## src/rtl/commit_trace_buffer.sv

```systemverilog
// ============================================================================
// Module   : commit_trace_buffer
// Purpose  : Captures one cpu commit record per cycle into a FIFO and
//            serializes each record onto a 32-bit valid/ready trace stream.
//            Every commit is numbered; records dropped while the FIFO is full
//            are counted and flagged on the next stored record.
// Revision : 1.0 - initial release
// ----------------------------------------------------------------------------
// Ports
//   clk                in   clock, all state updates on posedge
//   rst                in   asynchronous reset, active-low
//   commit_valid       in   one instruction commits this cycle
//   commit_pc          in   [31:0] pc of the committing instruction
//   commit_inst        in   [31:0] instruction word
//   commit_rd_addr     in   [4:0]  destination register, 0 = no writeback
//   commit_rd_wdata    in   [31:0] writeback value
//   commit_mem_addr    in   [31:0] data memory address
//   commit_mem_rmask   in   [3:0]  byte read mask
//   commit_mem_wmask   in   [3:0]  byte write mask
//   tx_valid           out  tx_data holds a valid word
//   tx_ready           in   sink accepts the word
//   tx_data            out  [31:0] serialized record word
//   tx_last            out  final word of the current record
//   overflow           out  sticky, at least one record was dropped
//   drop_count         out  [15:0] dropped records, saturating
// ============================================================================
`default_nettype none

module commit_trace_buffer #(
   parameter int DEPTH = 8
) (
   input  logic        clk,
   input  logic        rst,
   input  logic        commit_valid,
   input  logic [31:0] commit_pc,
   input  logic [31:0] commit_inst,
   input  logic [4:0]  commit_rd_addr,
   input  logic [31:0] commit_rd_wdata,
   input  logic [31:0] commit_mem_addr,
   input  logic [3:0]  commit_mem_rmask,
   input  logic [3:0]  commit_mem_wmask,
   output logic        tx_valid,
   input  logic        tx_ready,
   output logic [31:0] tx_data,
   output logic        tx_last,
   output logic        overflow,
   output logic [15:0] drop_count
);

   localparam int          AW       = $clog2(DEPTH);
   localparam logic [AW:0] FULL_CNT = (AW+1)'(DEPTH);

   typedef enum logic [2:0] {
      S_IDLE = 3'd0,
      S_W0   = 3'd1,
      S_W1   = 3'd2,
      S_W2   = 3'd3,
      S_W3   = 3'd4,
      S_W4   = 3'd5
   } state_t;

   // Record storage (no reset needed: contents are only read when count > 0)
   logic [31:0] pc_q    [DEPTH];
   logic [31:0] inst_q  [DEPTH];
   logic [4:0]  rd_q    [DEPTH];
   logic [31:0] wdata_q [DEPTH];
   logic [31:0] maddr_q [DEPTH];
   logic [3:0]  rmask_q [DEPTH];
   logic [3:0]  wmask_q [DEPTH];
   logic [15:0] seq_q   [DEPTH];
   logic        gap_q   [DEPTH];

   state_t        state_q, state_d;
   logic [AW-1:0] wr_ptr_q, rd_ptr_q;
   logic [AW:0]   count_q, count_d;
   logic [15:0]   seq_cnt_q;
   logic          pending_gap_q;
   logic          overflow_q;
   logic [15:0]   drop_count_q;

   logic          full;
   logic          xfer;
   logic          pop;
   logic          push;
   logic          drop;
   logic          head_mem;
   logic [31:0]   wdata_in;

   assign full     = (count_q == FULL_CNT);
   assign head_mem = |(rmask_q[rd_ptr_q] | wmask_q[rd_ptr_q]);
   assign xfer     = tx_valid && tx_ready;
   assign pop      = xfer && tx_last;
   // A pop on the same edge frees the slot, so a full FIFO can still accept.
   assign push     = commit_valid && (!full || pop);
   assign drop     = commit_valid && full && !pop;
   assign wdata_in = (commit_rd_addr == 5'd0) ? 32'd0 : commit_rd_wdata;

   assign overflow   = overflow_q;
   assign drop_count = drop_count_q;

   // ---------------------------------------------------------------- storage
   always_ff @(posedge clk) begin
      if (push) begin
         pc_q[wr_ptr_q]    <= commit_pc;
         inst_q[wr_ptr_q]  <= commit_inst;
         rd_q[wr_ptr_q]    <= commit_rd_addr;
         wdata_q[wr_ptr_q] <= wdata_in;
         maddr_q[wr_ptr_q] <= commit_mem_addr;
         rmask_q[wr_ptr_q] <= commit_mem_rmask;
         wmask_q[wr_ptr_q] <= commit_mem_wmask;
         seq_q[wr_ptr_q]   <= seq_cnt_q;
         gap_q[wr_ptr_q]   <= pending_gap_q;
      end
   end

   // ------------------------------------------------------ occupancy update
   always_comb begin
      count_d = count_q;
      if (push && !pop) begin
         count_d = count_q + (AW+1)'(1);
      end else if (pop && !push) begin
         count_d = count_q - (AW+1)'(1);
      end
   end

   // ------------------------------------------- word-index FSM and tx mux
   always_comb begin
      state_d  = state_q;
      tx_valid = 1'b0;
      tx_data  = 32'd0;
      tx_last  = 1'b0;

      case (state_q)
         S_IDLE: begin
            if (push) begin
               state_d = S_W0;
            end
         end
         S_W0: begin
            tx_valid = 1'b1;
            tx_data  = pc_q[rd_ptr_q];
            if (xfer) state_d = S_W1;
         end
         S_W1: begin
            tx_valid = 1'b1;
            tx_data  = inst_q[rd_ptr_q];
            if (xfer) state_d = S_W2;
         end
         S_W2: begin
            tx_valid = 1'b1;
            tx_data  = {rmask_q[rd_ptr_q], wmask_q[rd_ptr_q], gap_q[rd_ptr_q],
                        2'b00, rd_q[rd_ptr_q], seq_q[rd_ptr_q]};
            if (xfer) state_d = S_W3;
         end
         S_W3: begin
            tx_valid = 1'b1;
            tx_data  = wdata_q[rd_ptr_q];
            tx_last  = !head_mem;
            if (xfer) begin
               if (head_mem) begin
                  state_d = S_W4;
               end else begin
                  state_d = (count_d != '0) ? S_W0 : S_IDLE;
               end
            end
         end
         S_W4: begin
            tx_valid = 1'b1;
            tx_data  = maddr_q[rd_ptr_q];
            tx_last  = 1'b1;
            if (xfer) begin
               state_d = (count_d != '0) ? S_W0 : S_IDLE;
            end
         end
         default: begin
            state_d = S_IDLE;
         end
      endcase
   end

   // ------------------------------------------------------- control state
   always_ff @(posedge clk or negedge rst) begin
      if (!rst) begin
         state_q       <= S_IDLE;
         wr_ptr_q      <= '0;
         rd_ptr_q      <= '0;
         count_q       <= '0;
         seq_cnt_q     <= 16'd0;
         pending_gap_q <= 1'b0;
         overflow_q    <= 1'b0;
         drop_count_q  <= 16'd0;
      end else begin
         state_q <= state_d;
         count_q <= count_d;
         if (push) begin
            wr_ptr_q <= wr_ptr_q + AW'(1);
         end
         if (pop) begin
            rd_ptr_q <= rd_ptr_q + AW'(1);
         end
         // Numbering counts every commit, stored or dropped, so gaps show up
         // as jumps in the sequence seen by the sink.
         if (commit_valid) begin
            seq_cnt_q <= seq_cnt_q + 16'd1;
         end
         if (drop) begin
            pending_gap_q <= 1'b1;
            overflow_q    <= 1'b1;
            if (drop_count_q != 16'hFFFF) begin
               drop_count_q <= drop_count_q + 16'd1;
            end
         end else if (push) begin
            pending_gap_q <= 1'b0;
         end
      end
   end

endmodule

`default_nettype wire

```

## config.mk

```make
export PLATFORM = sky130hd
export DESIGN_NAME = commit_trace_buffer
export DESIGN_NICKNAME = d
export VERILOG_FILES = /design/src/rtl/commit_trace_buffer.sv
export SDC_FILE = /design/constraint.sdc
export NUM_CORES = 1
export LEC_CHECK = 0
export CORE_MARGIN = 4
export CORE_UTILIZATION = 55
export CTS_CLUSTER_DIAMETER = 50
export DETAILED_ROUTE_END_ITERATION = 10
export GPL_TIMING_DRIVEN = 0
export PLACE_DENSITY_LB_ADDON = 0.08
export SLEW_MARGIN = 40
export SYNTH_ARGS = -nofsm -noshare
export SYNTH_HDL_FRONTEND = slang
export SYNTH_SLANG_ARGS = --single-unit
```

## constraint.sdc

```tcl
create_clock -name clk -period 29.6 [get_ports clk]
set_input_delay 8.88 -clock clk [delete_from_list [all_inputs] [get_ports clk]]
set_output_delay 8.88 -clock clk [all_outputs]
set_load 0.01 [all_outputs]
```

[Word-level counts from Yosys, hierarchy flattened]
Memory sizes are Yosys's and may differ from the RTL's.
Index checks and enable logic that the tools add are counted.
Word-level totals
  register bits: 47
  bits in writable memories: 1264
  input bits: 145
  output and inout bits: 51
  logic and storage cells: 76
  memories: 9
Memory list
  inst_q: words 8, width 32, read ports 1, clocked after Yosys merged registers in 0, write ports 1, line 64  | logic [31:0] inst_q [DEPTH];
  maddr_q: words 8, width 32, read ports 1, clocked after Yosys merged registers in 0, write ports 1, line 67  | logic [31:0] maddr_q [DEPTH];
  pc_q: words 8, width 32, read ports 1, clocked after Yosys merged registers in 0, write ports 1, line 63  | logic [31:0] pc_q [DEPTH];
  wdata_q: words 8, width 32, read ports 1, clocked after Yosys merged registers in 0, write ports 1, line 66  | logic [31:0] wdata_q [DEPTH];
  seq_q: words 8, width 16, read ports 1, clocked after Yosys merged registers in 0, write ports 1, line 70  | logic [15:0] seq_q [DEPTH];
  rd_q: words 8, width 5, read ports 1, clocked after Yosys merged registers in 0, write ports 1, line 65  | logic [4:0] rd_q [DEPTH];
  +3 memories
Cells by class
  $add $sub $neg: 6
  equality and inequality tests: 13
  mux-type cells: 19
  bitwise logic cells: 1
  reductions and logical operators: 20
Operators with widths (count)
  $pmux 32 s5: 1
  $add 16x1->16 const B: 2
  $mux 32: 1
  $mux 3: 7
  $pmux 3 s6: 1
  $ne 16x16->1 const B: 1
  $ne 2x2->1 const B: 6
  $mux 4: 2
  $logic_and 1x1->1: 7
  $add 3x1->3 const B: 2
  $eq 3x2->1 const B: 2
  $eq 3x3->1 const B: 2
  $mux 1: 6
  $reduce_and 6->1: 1
  $logic_not 5->1: 1
  $reduce_or 5->1: 1
  $add 4x1->4 const B: 1
  $eq 4x4->1 const B: 1
  $logic_not 1->1: 4
  $or 4x4->4: 1
  $reduce_bool 4->1: 1
  $reduce_or 4->1: 1
  $sub 4x1->4 const B: 1
  $eq 3x1->1 const B: 1
  5 further kinds: 5

[Longest topological paths before layout]
Gate-level depths: netlist of the first run.
An unclocked memory read counts as a cell.
  depth after elaboration: 17
  gate-level depth with buffers: 12

[Worst setup path after synthesis of the first run]
No wires, ideal clock.
  path type: input to register
  start point: in tx_ready
  end point: mem gap_q[0], enable pin
  arrival: 24.685 ns
  required time: 28.538 ns
  slack: 3.852 ns
  stages: 8
  path buffers: 2
  path through: nor2b_1 > nand3_1 > a21o_1 > buf_6 > buf_4 > nand2_1 > nand2_2 > nor4_1
Between the ends
  longest elaborated chain between the ends: 6
RTL lines
  start, declared: line 43  | input logic tx_ready,
  $logic_and 1x1->1: line 91  | assign xfer = tx_valid && tx_ready;
  $logic_and 1x1->1: line 92  | assign pop = xfer && tx_last;
  $logic_or 1x1->1: line 94  | assign push = commit_valid && (!full || pop);
  $logic_and 1x1->1: line 94
  $mux 1: line 103  | if (push) begin
  $mux 1 (implied by the code): line 112  | gap_q[wr_ptr_q] <= pending_gap_q;
  end, declared: line 71  | logic gap_q [DEPTH];
No other way between the ends.

[Worst setup path after layout of the first run]
  start point: reg rd_ptr_q[1]
  end point: out tx_data[12]
Between the ends
  longest elaborated chain between the ends: 2
  elaborated cells between the ends (all ways): 6
  classes of those cells: 1 x mux; 5 x memory
RTL lines
  start, declared: line 74  | logic [AW-1:0] wr_ptr_q, rd_ptr_q;
  start signal, assigned: line 199  | rd_ptr_q <= rd_ptr_q + AW'(1);
  $mem_v2 8x32, or another cell as far along
  $pmux 32 s5 *: line 133  | case (state_q)
  end, declared: line 44  | output logic [31:0] tx_data,
Mark *: on every way between the ends. The rest lies on a longest branch, timed or not.

==> impl_metrics.env, run 1 <==
export IMPL_ys_seq_area_share_pct=77.1
export IMPL_dr_first_iter_drc_count=2748
export IMPL_clockBufferDepth=3
export IMPL_htreeDepth=4
export IMPL_slew_headroom_pct=40.8
export IMPL_leakage_nw=19.7
export IMPL_cts_sinks=1311
export IMPL_skew_ns=0.0270
export IMPL_fin_crit_sh_pct=49.0
export IMPL_hpwl_um=89000
export IMPL_rsz0062_at_grt="no"
export IMPL_dieHeight_um=312
export IMPL_synth_cells=2323
export IMPL_synth_most_common_cell="edfxtp_1"
export IMPL_synth_ff_type="edfxtp_1"
export IMPL_start_util_pct=55.4
export IMPL_worst_slack_ns=15.09
export IMPL_io_pins=196
export IMPL_ys_types=52
export IMPL_cts_tree="built"
export IMPL_dr_pass1_iters=5
export IMPL_syn_nets=2476
export IMPL_postCtsResizedCells=0
export IMPL_cp_cell_sequence="buf_1 > clkbuf_2 > buf_1 > mux4_2 > mux2i_1 > o22ai_1 > nor2_1 > nand2_1 > nand2_1 > o21ai_0 > clkdlybuf4s50_1"
export IMPL_synth_enable_flop_cells=1264
export IMPL_gp_congestion=0.778
export IMPL_grt_max_degree=37
export IMPL_fin_util_pct=66.0
export IMPL_hold_buffers=0
export IMPL_cts_clk_slew_worst_paths_ns=0.06
export IMPL_cp_required_ns=20.72
export IMPL_numCtsBuffers=137
export IMPL_overflow=0
export IMPL_fin_crit_ns=14.51
export IMPL_ys_top_cells_by_count="edfxtp_1 (1264), mux4_2 (304), mux2i_1 (157)"
export IMPL_start_kind="flip-flop"
export IMPL_yosysWarnings=0
export IMPL_grt_util_all_layers_pct=25.9
export IMPL_portBuffers=195
export IMPL_avgSynthCellArea_um2=21.9
export IMPL_drive_above_1_share_pct=27.9
export IMPL_antenna_found_initial=9
export IMPL_crit_fanout=10
export IMPL_post_cts_buffers=0
export IMPL_core_area_mm2=0.0917
export IMPL_finalNetCount=3069
export IMPL_die_area_mm2=0.0973
export IMPL_drtAntennaViolNets=0
export IMPL_synthArstFlopShare_pct=3.59
export IMPL_synth_top_area_share_pct=74.7
export IMPL_detail_route_wl_per_cell_um=29.5
export IMPL_placed_cells=3962
export IMPL_synth_seq_cells=1311
export IMPL_drc=0
export IMPL_final_cell_count_no_fill=4209
export IMPL_power_density_mw_per_mm2=89.2
export IMPL_crit_slowest_cell="buf_1"
export IMPL_syn_to_final_growth_pct=19.1
export IMPL_avgViaCountPerCell=6.11
export IMPL_setup_viol=0
export IMPL_status="finished clean"
export IMPL_maxSlewViolCount=0
export IMPL_rows=111
export IMPL_ir_drop_mv=0.0622
export IMPL_worstSkewPairLatency_ns=0.74
export IMPL_preCtsSetupSlack_ns=15.70
export IMPL_netlist_area_mm2=0.0508
export IMPL_grt_pass1_wl_um=182000
export IMPL_yosys_area_top_type="edfxtp_1"
export IMPL_ys_top_cells_by_area="edfxtp_1 (75%), mux4_2 (13%), mux2i_1 (3.1%)"
export IMPL_power_w=0.00539
export IMPL_hp_class="reg2reg"
export IMPL_vias=25700
export IMPL_critPathMaxStageDelay_ns=0.66
export IMPL_tightest_slew_ns=0.888
export IMPL_max_cap_violations=0
export IMPL_crit_type="reg2out"
export IMPL_max_freq_mhz=68.9
export IMPL_die_width_um=312
export IMPL_critPathArrivalTime_ns=5.63
export IMPL_grt_pass1_vias=26600
export IMPL_hold_viol=0
export IMPL_wl_um=124000
export IMPL_root_buffer="clkbuf_16"
export IMPL_end_kind="primary output"
[critical path: cells and delay by family, from the launching register on]
kind | cells | cell delay (ns)
mux | 2 | 0.98
buf+inv | 4 | 2.30
flops | 1 | 0.52
simple gates | 3 | 0.66
compound gates | 2 | 0.43
[final cells by class]
type                       instances  area [um^2]
antenna                            4         10.0
buffer                           117          562
clock buffer                     175         3740
clock inverter                    67          475
fill                            6072        31200
inverter                          11         41.3
multi-input combinational        884        11200
sequential                      1311        39100
tap                             1186         1480
timing repair buffer             454         3860
[metrics by stage]
stage / hold WS (ns) / cell area [um^2] / setup TNS (ns)
finish: 0.484 / 60500 / 0
global route: 0.506 / 60500 / 0
CTS: 0.490 / 60400 / 0
detailed placement: 0.466 / 56200 / 0
global placement: 0.456 / 54200 / -5317.87
floorplan: 0.504 / 50800 / 0
[registers in the layout (all words and copies together), names as in the netlist]
name / count
maddr_q: 256
inst_q: 256
count_q: 4
rmask_q: 32
pc_q: 256
pending_gap_q: 1
wmask_q: 32
seq_cnt_q: 16
wr_ptr_q: 3
rd_q: 40
gap_q: 8
drop_count: 16
rd_ptr_q: 3
wdata_q: 256
overflow: 1
state_q: 3
seq_q: 128
[final timing paths]
check / start / end / slack [ns] / cells after the start
max: rd_ptr_q[1] / tx_data[12] / 15.09 / 11
min: drop_count[8] / drop_count[8] / 0.48 / 1
max reg2reg: rd_ptr_q[0] / maddr_q[4][2] / 23.64 / 20
min reg2reg: drop_count[8] / drop_count[8] / 0.48 / 1
max in group asynchronous: rst / seq_cnt_q[11] / 21.15 / 2
min in group asynchronous: rst / drop_count[5] / 7.99 / 1
[power by group]
part | internal (W) | leakage [nW] | switching, W | total (W)
registers | 0.00233 | 12.1 | 0.0000793 | 0.00241
clock network | 0.000935 | 2.06 | 0.000683 | 0.00162
logic | 0.000594 | 5.52 | 0.000768 | 0.00136
total | 0.00386 | 19.7 | 0.00153 | 0.00539
[metal layers]
metal,part of all wire (%),routed length [um],vias to the layer above,global-route usage [%]
li1,-,-,10900,-
met4,2.0,2430,2,6.39
met3,6.6,8250,146,4.25
met1,40,49500,13700,36.1
met2,52,64000,1007,43.5
met5,0.010,13,-,0
[layout by cell type, fill, tap and decap left out, drive strengths merged, types with 10 or more instances in the layout]
master / synthesis / final
nor2: 51 / 51
mux4: 312 / 312
nand3: 10 / 10
nor2b: 35 / 35
clkbuf: 53 / 229
nand2: 91 / 91
nand4: 14 / 14
xnor2: 27 / 27
mux2i: 157 / 157
inv: 11 / 20
clkinv: 0 / 51
o21ai: 35 / 35
buf: 64 / 323
dfrtp: 47 / 47
clkdlybuf4s50: 0 / 194
edfxtp: 1264 / 1264
and3: 12 / 12
o22ai: 61 / 61
mux2: 13 / 13
[logic make-up (layout without fill, tap and decap cells)]
logic type / after synthesis / count (layout) / share of synthesized area [%]
flops: 1311 / 1311 / 77.1
mux: 482 / 482 / 17.3
simple gates: 233 / 233 / 2.21
buf+inv: 128 / 824 / 1.07
compound gates: 125 / 125 / 1.57
xor+xnor: 36 / 36 / 0.621
fa+ha+maj: 8 / 8 / 0.197
other cells: 0 / 4 / 0
(Power assumes the default switching activity.)
==> run 2: changes to the inputs <==
clock period = 12.5 ns   (was 29.6 ns; I/O delays follow)
==> run 2 against run 1 <==
Non-clock buffer count fell by 26; critical path depth stayed put; register-to-register slack worse by 17 ns; via count decreased by 0.51%; cell count down 0.71%; clock-buffer cell count shrank 2; worst hold slack worse by 0.0071 ns; routed wire length down 0.30%; die area is the same; setup slack worse by 12 ns; global-route usage about the same; critical path type unchanged; largest power group unchanged; highest routed layer unchanged.
==> impl_metrics.env, run 2 (same netlist as run 1, synthesis figures left out) <==
export IMPL_internal_power_w=0.00924
export IMPL_fill_cells=6063
export IMPL_slew_headroom_pct=41.7
export IMPL_fin_crit_sh_pct=76.1
export IMPL_postCtsResizedCells=0
export IMPL_cp_required_ns=8.75
export IMPL_post_cts_buffers=0
export IMPL_dr_first_iter_drc_count=2724
export IMPL_vias=25600
export IMPL_max_freq_mhz=105
export IMPL_skew_ns=0.0198
export IMPL_worstSkewPairLatency_ns=0.73
export IMPL_avgViaCountPerCell=6.13
export IMPL_grt_max_degree=37
export IMPL_root_buffer="clkbuf_16"
export IMPL_grt_util_all_layers_pct=25.8
export IMPL_dr_pass1_iters=5
export IMPL_power_density_mw_per_mm2=212
export IMPL_die_area_mm2=0.0973
export IMPL_portBuffers=195
export IMPL_max_cap_violations=0
export IMPL_cts_clk_slew_worst_paths_ns=0.05
export IMPL_gp_congestion=0.789
export IMPL_status="finished clean"
export IMPL_cts_sinks=1311
export IMPL_start_util_pct=55.4
export IMPL_crit_slowest_cell="buf_1"
export IMPL_grt_pass1_vias=26500
export IMPL_dieHeight_um=312
export IMPL_leakage_nw=19.6
export IMPL_hpwl_um=88200
export IMPL_combPwrFrac_pct=25.1
export IMPL_critPathArrivalTime_ns=5.76
export IMPL_tightest_slew_ns=0.874
export IMPL_start_kind="flip-flop"
export IMPL_fin_crit_ns=9.51
export IMPL_io_pins=196
export IMPL_critPathMaxStageDelay_ns=0.63
export IMPL_ir_drop_mv=0.145
export IMPL_grt_pass1_wl_um=180000
export IMPL_rows=111
export IMPL_reg2reg_depth=18
export IMPL_core_area_mm2=0.0917
export IMPL_hold_viol=0
export IMPL_regArea_mm2=0.0391
export IMPL_syn_to_final_growth_pct=19.2
export IMPL_hold_depth=1
export IMPL_cts_tree="built"
export IMPL_p_seq_share_pct=44.5
export IMPL_switching_share_pct=28.0
export IMPL_finalNetCount=3044
export IMPL_numCtsBuffers=138
export IMPL_layout_common_cells="edfxtp_1 (1264), mux4_2 (304), clkdlybuf4s50_1 (194), mux2i_1 (157), buf_4 (155)"
export IMPL_htreeDepth=4
export IMPL_setup_viol=0
export IMPL_cp_cell_sequence="buf_1 > clkbuf_2 > buf_1 > mux4_2 > mux2i_1 > o22ai_1 > nor2_1 > nand2_1 > nand2_1 > o21ai_0 > clkdlybuf4s50_1"
export IMPL_drtAntennaViolNets=0
export IMPL_power_switching_w=0.00360
export IMPL_hp_class="reg2reg"
export IMPL_wl_um=124000
export IMPL_maxSlewViolCount=0
export IMPL_overflow=0
export IMPL_crit_type="reg2out"
export IMPL_die_width_um=312
export IMPL_detail_route_wl_per_cell_um=29.6
export IMPL_fin_util_pct=66.1
export IMPL_end_kind="primary output"
export IMPL_multiInputGateArea_mm2=0.0112
export IMPL_crit_fanout=10
export IMPL_clockBufferDepth=3
export IMPL_fin_tns_setup_ns=0
export IMPL_layout_commonest_cell="edfxtp_1"
export IMPL_drc=0
export IMPL_hold_buffers=0
export IMPL_drive_above_1_share_pct=27.4
export IMPL_antenna_found_initial=11
export IMPL_rsz0062_at_grt="no"
export IMPL_clkPwrFrac_pct=30.4
[run 2: cell count changes in the layout (fill, tap and decap cells not counted), moves of 5 or more]
cell,delta
buf_2,-65
buf_4,+30
buf_6,+10
inv_6,-7
clkbuf_1,-5
clkinv_1,-5
[run 2: cell type report]
cell class | count | share of cell area (%)
clock buffer | 173 | 6.23
buffer | 117 | 0.926
sequential | 1311 | 64.6
multi-input combinational | 884 | 18.5
antenna | 5 | 0.0207
inverter | 11 | 0.0682
clock inverter | 64 | 0.905
tap | 1186 | 2.45
timing repair buffer | 428 | 6.31
[run 2: routing by layer]
layer  GRT usage [%]  share of wire [%]
met1            34.9                 39
met2            42.2                 50
met3            5.96                7.3
met4            8.70                3.1
met5               0              0.010
[run 2: power by group through the flow]
| stage | combinational [W] | clock, W | sequential [W] |
|---|---|---|---|
| final | 0.00322 | 0.00391 | 0.00571 |
| after global routing | 0.00344 | 0.00416 | 0.00576 |
| after CTS | 0.00327 | 0.00397 | 0.00571 |
| after detailed placement | 0.00326 | 0 | 0.00580 |
| after global placement | 0.00297 | 0 | 0.00623 |
| after floorplan | 0.00183 | 0 | 0.00595 |
[run 2: per-stage QoR]
stage	worst slack [ns]	instance area, um^2	hold slack [ns]	cells	power, W
2_1_floorplan	-4.57	50800	0.504	2323	0.00779
3_3_place_gp	-18.09	54200	0.462	3704	0.00920
3_5_place_dp	3.69	56200	0.462	3936	0.00907
4_1_cts	2.91	60500	0.483	4173	0.0130
5_1_grt	2.78	60500	0.522	4176	0.0134
6_report	2.99	60500	0.477	4179	0.0128
[run 2: worst paths after layout]
path / startpoint / end / slack [ns]
hold / removal: overflow / overflow / 0.48
setup reg to reg: rd_ptr_q[0] / maddr_q[6][2] / 6.65
min in group asynchronous: rst / drop_count[2] / 2.86
hold reg to reg: overflow / overflow / 0.48
setup / recovery: rd_ptr_q[1] / tx_data[12] / 2.99
max in group asynchronous: rst / seq_cnt_q[10] / 9.17
[run 2: worst max-delay path: cells and delay by family (launching register included)]
kind,cells,cell delay (ns)
AO/OA/AOI/OAI,2,0.43
flip-flops,1,0.53
AND/OR/NAND/NOR,3,0.74
buffers and inverters,4,2.35
multiplexers,2,0.96
